--- config.mk ---
export PLATFORM = sky130hd
export DESIGN_NAME = sensor_pattern_gen
export DESIGN_NICKNAME = d
export VERILOG_FILES = /design/src/rtl/veh_pkg.sv /design/src/rtl/phase_timer.sv /design/src/rtl/sensor_pattern_gen.sv
export SDC_FILE = /design/constraint.sdc
export NUM_CORES = 1
export LEC_CHECK = 0
export CAP_MARGIN = 20
export CORE_ASPECT_RATIO = 1.25
export CORE_MARGIN = 2
export CORE_UTILIZATION = 55
export CTS_BUF_LIST = sky130_fd_sc_hd__clkbuf_8 sky130_fd_sc_hd__clkbuf_16
export CTS_CLUSTER_DIAMETER = 100
export DETAILED_ROUTE_END_ITERATION = 10
export GPL_TIMING_DRIVEN = 1
export PLACE_DENSITY = 0.77
export SYNTH_ARGS = -nofsm -noshare
export SYNTH_HDL_FRONTEND = slang
export SYNTH_SLANG_ARGS = --single-unit
--- constraint.sdc ---
create_clock -name clk -period 5.6 [get_ports clk]
set_input_delay 1.4 -clock clk [delete_from_list [all_inputs] [get_ports clk]]
set_output_delay 1.4 -clock clk [all_outputs]
set_load 0.1 [all_outputs]
--- src/rtl/veh_pkg.sv ---
// Purpose: shared encodings for the vehicle access-control family (FSM states, direction, sensor phases).
// Latency: n/a (types and constants only).
// Backpressure: n/a.
package veh_pkg;

  // Sequence generator states; the core's control decoder uses the same encoding.
  typedef enum logic [2:0] {
    ST_IDLE = 3'd0,
    ST_PH1  = 3'd1,
    ST_PH2  = 3'd2,
    ST_PH3  = 3'd3,
    ST_PH4  = 3'd4,
    ST_DONE = 3'd5,
    ST_REJ  = 3'd6
  } veh_state_t;

  localparam logic DIR_ENTER = 1'b0;
  localparam logic DIR_EXIT  = 1'b1;

  // {a,b} per phase for a car driving in: outer sensor first, then inner.
  localparam logic [1:0] AB_ENT_PH1 = 2'b10;
  localparam logic [1:0] AB_ENT_PH2 = 2'b11;
  localparam logic [1:0] AB_ENT_PH3 = 2'b01;
  localparam logic [1:0] AB_ENT_PH4 = 2'b00;

  // {a,b} per phase for a car driving out: inner sensor first, then outer.
  localparam logic [1:0] AB_EXT_PH1 = 2'b01;
  localparam logic [1:0] AB_EXT_PH2 = 2'b11;
  localparam logic [1:0] AB_EXT_PH3 = 2'b10;
  localparam logic [1:0] AB_EXT_PH4 = 2'b00;

  localparam logic [1:0] AB_OFF = 2'b00;

  // Sensor levels to present while in a given state for a given direction.
  function automatic logic [1:0] phase_ab(input veh_state_t st, input logic dir);
    logic [1:0] ab;
    ab = AB_OFF;
    case (st)
      ST_PH1:  ab = (dir == DIR_ENTER) ? AB_ENT_PH1 : AB_EXT_PH1;
      ST_PH2:  ab = (dir == DIR_ENTER) ? AB_ENT_PH2 : AB_EXT_PH2;
      ST_PH3:  ab = (dir == DIR_ENTER) ? AB_ENT_PH3 : AB_EXT_PH3;
      ST_PH4:  ab = (dir == DIR_ENTER) ? AB_ENT_PH4 : AB_EXT_PH4;
      default: ab = AB_OFF;
    endcase
    return ab;
  endfunction

endpackage

--- src/rtl/phase_timer.sv ---
// Purpose: loadable 8-bit down-counter timing how long each sensor phase is held.
// Latency: expired rises load_val cycles after the load edge (same cycle when load_val is 0).
// Backpressure: none; load always wins over counting.
module phase_timer (
  input  logic       clk,
  input  logic       reset,
  input  logic       load,
  input  logic [7:0] load_val,
  output logic       expired
);

  logic [7:0] r_cnt;

  // Reload on phase entry, otherwise count down and park at zero.
  always_ff @(posedge clk) begin
    if (!reset) begin
      r_cnt <= 8'd0;
    end else if (load) begin
      r_cnt <= load_val;
    end else if (r_cnt != 8'd0) begin
      r_cnt <= r_cnt - 8'd1;
    end
  end

  assign expired = (r_cnt == 8'd0);

endmodule

--- src/rtl/sensor_pattern_gen.sv ---
// Purpose: emits car entry/exit sensor sequences on a/b and tracks a reference occupancy count.
// Latency: request at edge k -> PH1 on a/b at k+1, done at k+4*DWELL+1, ready again at k+4*DWELL+2.
// Backpressure: requests are taken only while ready is high; anything else is dropped, never queued.
module sensor_pattern_gen
  import veh_pkg::*;
#(
  parameter int DWELL    = 4,
  parameter int MAX_CARS = 15
) (
  input  logic       clk,
  input  logic       reset,
  input  logic       enter_req,
  input  logic       exit_req,
  output logic       ready,
  output logic       a,
  output logic       b,
  output logic       done,
  output logic       reject,
  output logic [3:0] cnt_model
);

  // Timer counts down to zero, so a phase of DWELL cycles loads DWELL-1.
  localparam logic [7:0] DWELL_M1 = 8'(DWELL - 1);
  localparam logic [3:0] MAX_C    = 4'(MAX_CARS);

  veh_state_t r_state;
  veh_state_t w_state_nxt;
  logic       r_dir;
  logic       w_dir_nxt;
  logic [3:0] r_cnt;
  logic [3:0] w_cnt_nxt;
  logic       w_load;
  logic       w_expired;
  logic [1:0] w_ab_nxt;

  phase_timer u_phase_timer (
    .clk      (clk),
    .reset    (reset),
    .load     (w_load),
    .load_val (DWELL_M1),
    .expired  (w_expired)
  );

  // State, direction and occupancy registers.
  always_ff @(posedge clk) begin
    if (!reset) begin
      r_state <= ST_IDLE;
      r_dir   <= DIR_ENTER;
      r_cnt   <= 4'd0;
    end else begin
      r_state <= w_state_nxt;
      r_dir   <= w_dir_nxt;
      r_cnt   <= w_cnt_nxt;
    end
  end

  // Next-state logic: accept/reject in IDLE, walk the four phases, bump the count on entry to DONE.
  always_comb begin
    w_state_nxt = r_state;
    w_dir_nxt   = r_dir;
    w_cnt_nxt   = r_cnt;
    w_load      = 1'b0;
    case (r_state)
      ST_IDLE: begin
        if (enter_req) begin
          // Enter has priority when both requests arrive together.
          w_dir_nxt = DIR_ENTER;
          if (r_cnt == MAX_C) begin
            w_state_nxt = ST_REJ;
          end else begin
            w_state_nxt = ST_PH1;
            w_load      = 1'b1;
          end
        end else if (exit_req) begin
          w_dir_nxt = DIR_EXIT;
          if (r_cnt == 4'd0) begin
            w_state_nxt = ST_REJ;
          end else begin
            w_state_nxt = ST_PH1;
            w_load      = 1'b1;
          end
        end
      end
      ST_PH1: begin
        if (w_expired) begin
          w_state_nxt = ST_PH2;
          w_load      = 1'b1;
        end
      end
      ST_PH2: begin
        if (w_expired) begin
          w_state_nxt = ST_PH3;
          w_load      = 1'b1;
        end
      end
      ST_PH3: begin
        if (w_expired) begin
          w_state_nxt = ST_PH4;
          w_load      = 1'b1;
        end
      end
      ST_PH4: begin
        if (w_expired) begin
          w_state_nxt = ST_DONE;
          // Capacity was checked at acceptance, so neither direction can wrap here.
          w_cnt_nxt   = (r_dir == DIR_ENTER) ? (r_cnt + 4'd1) : (r_cnt - 4'd1);
        end
      end
      ST_DONE: w_state_nxt = ST_IDLE;
      ST_REJ:  w_state_nxt = ST_IDLE;
      default: w_state_nxt = ST_IDLE;
    endcase
  end

  assign w_ab_nxt = phase_ab(w_state_nxt, w_dir_nxt);

  // Registered sensor and status outputs, decoded from the next state so they align with it.
  always_ff @(posedge clk) begin
    if (!reset) begin
      a      <= 1'b0;
      b      <= 1'b0;
      done   <= 1'b0;
      reject <= 1'b0;
    end else begin
      a      <= w_ab_nxt[1];
      b      <= w_ab_nxt[0];
      done   <= (w_state_nxt == ST_DONE);
      reject <= (w_state_nxt == ST_REJ);
    end
  end

  assign ready     = (r_state == ST_IDLE);
  assign cnt_model = r_cnt;

endmodule
# ---- Word level (Yosys, flattened, before mapping)
# Cells that the tools add are included.
# Widths: inputs -> output; s select.
dict set report word_totals {
  ff_bits 20
  input_bits 4
  word_cells 55
}
dict set report classes {
  n_addsub 3
  n_eq_ne 10
  mux 24
  bitwise_logic 1
  n_reduce_logical 8
}
# cell count
set op_table {}
lappend op_table {{$mux 3} 8}
lappend op_table {{$pmux 3 s5} 1}
lappend op_table {{$eq 3x2->1 const B} 4}
lappend op_table {{$eq 3x3->1 const B} 3}
lappend op_table {{$logic_not 8->1} 1}
lappend op_table {{$mux 1} 8}
lappend op_table {{$mux 2} 4}
lappend op_table {{$reduce_bool 8->1} 1}
lappend op_table {{$sub 8x1->8 const B} 1}
lappend op_table {{$eq 3x1->1 const B} 2}
lappend op_table {{$pmux 2 s3} 1}
lappend op_table {{$add 4x1->4 const B} 1}
lappend op_table {{$eq 4x4->1 const B} 1}
lappend op_table {{$logic_not 4->1} 1}
lappend op_table {{$mux 4} 1}
lappend op_table {{$sub 4x1->4 const B} 1}
lappend op_table {{$logic_not 3->1} 1}
lappend op_table {{$reduce_or 3->1} 1}
lappend op_table {{$pmux 1 s2} 1}
lappend op_table {{$reduce_and 2->1} 1}
lappend op_table {{$reduce_bool 2->1} 1}
lappend op_table {{$reduce_or 2->1} 1}
lappend op_table {{$not 1->1} 1}

# ---- Depth between registers and ports, before layout
dict set report logic_depth {
  word_depth 7
  ltp_mapped 8
  depth_no_buf 7
}

# ---- Modules after synthesis
# From an unflattened synthesis, not the netlist that was laid out.
dict set report hier_totals {
  hier_cells 132
  hier_area_um2 1178.6
}
# mod n_inst cells_each area_each_um2 seq_area_each_um2
set modules_own_cells {}
lappend modules_own_cells {sensor_pattern_gen 1 81 720.7 240.2}
lappend modules_own_cells {phase_timer 1 51 457.9 160.2}

# ---- Worst setup path after synthesis
# Ideal clock, no wire load.
dict set report synth_path {
  kind {register to output}
  startpoint {reg r_state[2]}
  endpoint {out ready}
  t_arrival_ns 2.628
  required_ns 4.200
  setup_slack_ns 1.572
  path_stages_with_launch 3
  cell_sequence {dfxtp_1 -> clkbuf_8 -> nor3_1}
}
dict set report synth_between {
  elab_chain_cells 1
}
# item line
set synth_rtl {}
lappend synth_rtl {{start, declared} sensor_pattern_gen.sv:26} ;# veh_state_t r_state;
lappend synth_rtl {{start signal, assigned} sensor_pattern_gen.sv:51} ;# r_state <= w_state_nxt;
lappend synth_rtl {{$logic_not 3->1} sensor_pattern_gen.sv:132} ;# assign ready = (r_state == ST_IDLE);
lappend synth_rtl {{end, declared} sensor_pattern_gen.sv:14} ;# output logic ready,
# No other way between the ends.

# ---- Worst setup path in the final report
dict set report layout_path {
  startpoint {reg r_state[1]}
  endpoint {out ready}
}
# Same word-level chain as after synthesis.

==> out/qor.csv <==
stage;metric;value;unit
cts;numCtsBuffers;3;
finish;fin_util;0.656;
yosys;synth_seq_cells;20;
grt;grt_pass1_wl;3.82;mm
placed_design;gp_congestion;0.777;
setup_path;worst-endpoint-required;4.20;ns
grt;grt_max_degree;12;
finish;final_cell_area;0.00130;mm²
yosys;synth-main-ff-cell;dfxtp_1;
sta;period_share;0.650;
sta;slew_viol_final;0;
setup_path;r2r_end;a;
setup_path;cp_num_buf_inv;1;
sta;holdWs;0.525;ns
setup_path;slowest_stage;clkdlybuf4s50_1;
yosys;syn_inst;131;
worst_hold_path;hp-class;flop to flop;
sta;timing.fmax;0.275;GHz
finish;synthToLayoutAreaGrowth;13.1;%
yosys;synth_top_family_by_area;simple AND/OR/NAND/NOR gates;
cts;path_clk_slew;0.07;ns
cts;htreeDepth;1;
finish;layout_common_cells;22 x nor2_1, 20 x dfxtp_1, 12 x clkdlybuf4s50_1;
setup_path;crit_type;flop to output pin;
yosys;async_flop_share;0;
outcome;status;completed;
cts;ctsHoldBuffers;0;
sta;hold_violations;0;
setup_path;critPathTopFamily;buffers and inverters;
setup_path;critical_path_arrival;2.24;ns
yosys;synth.distinct_cells;44;
sta;tightest_slew;0.971;ns
setup_path;regToRegStartpoint;u_phase_timer.r_cnt[0];
floorplanning;io_pins;13;
floorplanning;core;0.00198;mm²
setup_path;path_cells;nor3_1, clkdlybuf4s50_1;
route;drc;0;
cts;cts_sinks;20;
sta;setup_viol;0;
setup_path;ff2ff_setup_slack;3.50;ns
setup_path;cp_max_fo;10;
sta;fin_worst_skew;0.00313;ns
worst_hold_path;min_from;cnt_model[2];
setup_path;cp_slowest_stage_delay;1.20;ns
sta;fin_crit;3.64;ns
grt;antenna_found_initial;0;
yosys;synth_fa_ha_area_frac;0.0609;
run;drv.max_cap_violation_count;0;
route;vias_per_cell;5.78;
finish;final_common_cell;nor2_1;
cts;cts-root-buf;clkbuf_8;
grt;grt_pass1_vias;909;
setup_path;start_kind;flop;
placed_design;dpl_cell_area;0.00124;mm²
route;vias;936;
floorplanning;rows;18;
worst_hold_path;worstHoldPathCells;2;
yosys;netlist_area;0.00115;mm²
cts;cts_tree;yes;
placed_design;dp_hpwl;1.68;mm
cts;cts_buffer_depth;2;
setup_path;r2r_cells;6;
yosys;ys_seq_area_frac;0.348;
yosys;yosys_warnings;0;
route;wl;2.17;mm
cts;clock_latency;0.26;ns
grt;grt_util_all_layers;0.214;
grt;grt-ovfl-total;0;
sta;rsz0062_at_grt;false;
floorplanning;initial_core_util;0.580;
route;drtAntennaViolNets;0;
yosys;synthesis.nets;140;
finish;drive_gt1_frac;0.0915;
worst_hold_path;min_to;cnt_model[2];
route;first_iter_violations;21;
finish;fin_nets;152;
yosys;synth-compound-area-share;0.140;
floorplanning;die_h;55.1;µm
placed_design;io_buffers;12;
yosys;synth-simple-area-share;0.287;
cts;ctsResizeCount;0;
yosys;synth.area.mux_share;0.0174;
route;routedWlPerCell;13.4;µm
setup_path;cp-end-kind;output pin;
floorplanning;dieArea;0.00247;mm²
sta;setup_tns;0;ns
yosys;avgSynthCellArea;8.78;µm²
yosys;synth_edf_count;0;
sta;relSlewSlack;0.350;
yosys;synth-xor-area-share;0.0762;
cts;cts_setup_buffers;0;
finish;diodes;0;
floorplanning;die_w;44.9;µm
route;drt_pass1_iterations;4;
kinds of logic after synthesis:
kind of cell,Yosys count
simple gates,57
flops,20
compound gates,24
xor+xnor,10
buf+inv,13
fa+ha+maj,5
mux,2
tightest hold or removal path, delay by kind of cell, from the launching register on:
| kind | cells | cell delay (ns) |
|---|---|---|
| DFF | 1 | 0.34 |
| AOI/OAI and AO/OA | 2 | 0.14 |
worst max path at each step:
stage | end | from | slack (ns) | depth (start not counted)
2_1_floorplan | ready | r_state[2] | 1.57 | 2
3_3_place_gp | ready | r_state[1] | 2.24 | 2
3_5_place_dp | a | exit_req | 2.21 | 7
4_1_cts | ready | r_state[1] | 1.96 | 2
5_1_grt | ready | r_state[1] | 1.87 | 2
6_report | ready | r_state[1] | 1.96 | 2
cell usage after synthesis (all sizes together), types with 2 or more instances:
library cell | instances | area [µm²]
buf | 2 | 18.8
mux2i | 2 | 20.0
inv | 7 | 26.3
and3 | 3 | 23.8
nor4 | 3 | 25.0
a211oi | 3 | 32.5
nor3 | 2 | 10.0
o21ai | 6 | 33.8
dfxtp | 20 | 400
nand2 | 7 | 28.8
nand3 | 3 | 20.0
xor2 | 4 | 35.0
and4 | 2 | 17.5
ha | 4 | 50.1
and2 | 4 | 25.0
clkbuf | 3 | 31.3
nor2 | 22 | 82.6
nor2b | 3 | 18.8
xnor2 | 6 | 52.6
or3 | 2 | 12.5
a21oi | 9 | 45.0
metal layers:
metal,track usage,share of wire
met4,0.127,0.030
met1,0.252,0.43
met2,0.367,0.50
met5,0,0
met3,0.0325,0.040
registers in the layout, summed over array words and instances (netlist names):
name                 cells
u_phase_timer.r_cnt      8
reject                   1
cnt_model                4
done                     1
r_state                  3
a                        1
b                        1
r_dir                    1
per-stage QoR:
step | setup slack, ns | instances
final | 1.96 | 162
after global routing | 1.87 | 162
after CTS | 1.96 | 162
after detailed placement | 2.21 | 158
after global placement | 2.24 | 158
after floorplan | 1.57 | 131
layout make-up:
cell class / instances / area [µm²]
flip-flops and latches: 20 / 400
repair buffers: 12 / 120
multi-input cells: 98 / 669
fillers: 185 / 682
well taps: 20 / 25.0
clock buffers: 4 / 55.1
inverters: 8 / 30.0
Power is left out: the tool's default activity adds up to more than one toggle a clock period on the data nets, which glitch-free logic cannot reach.
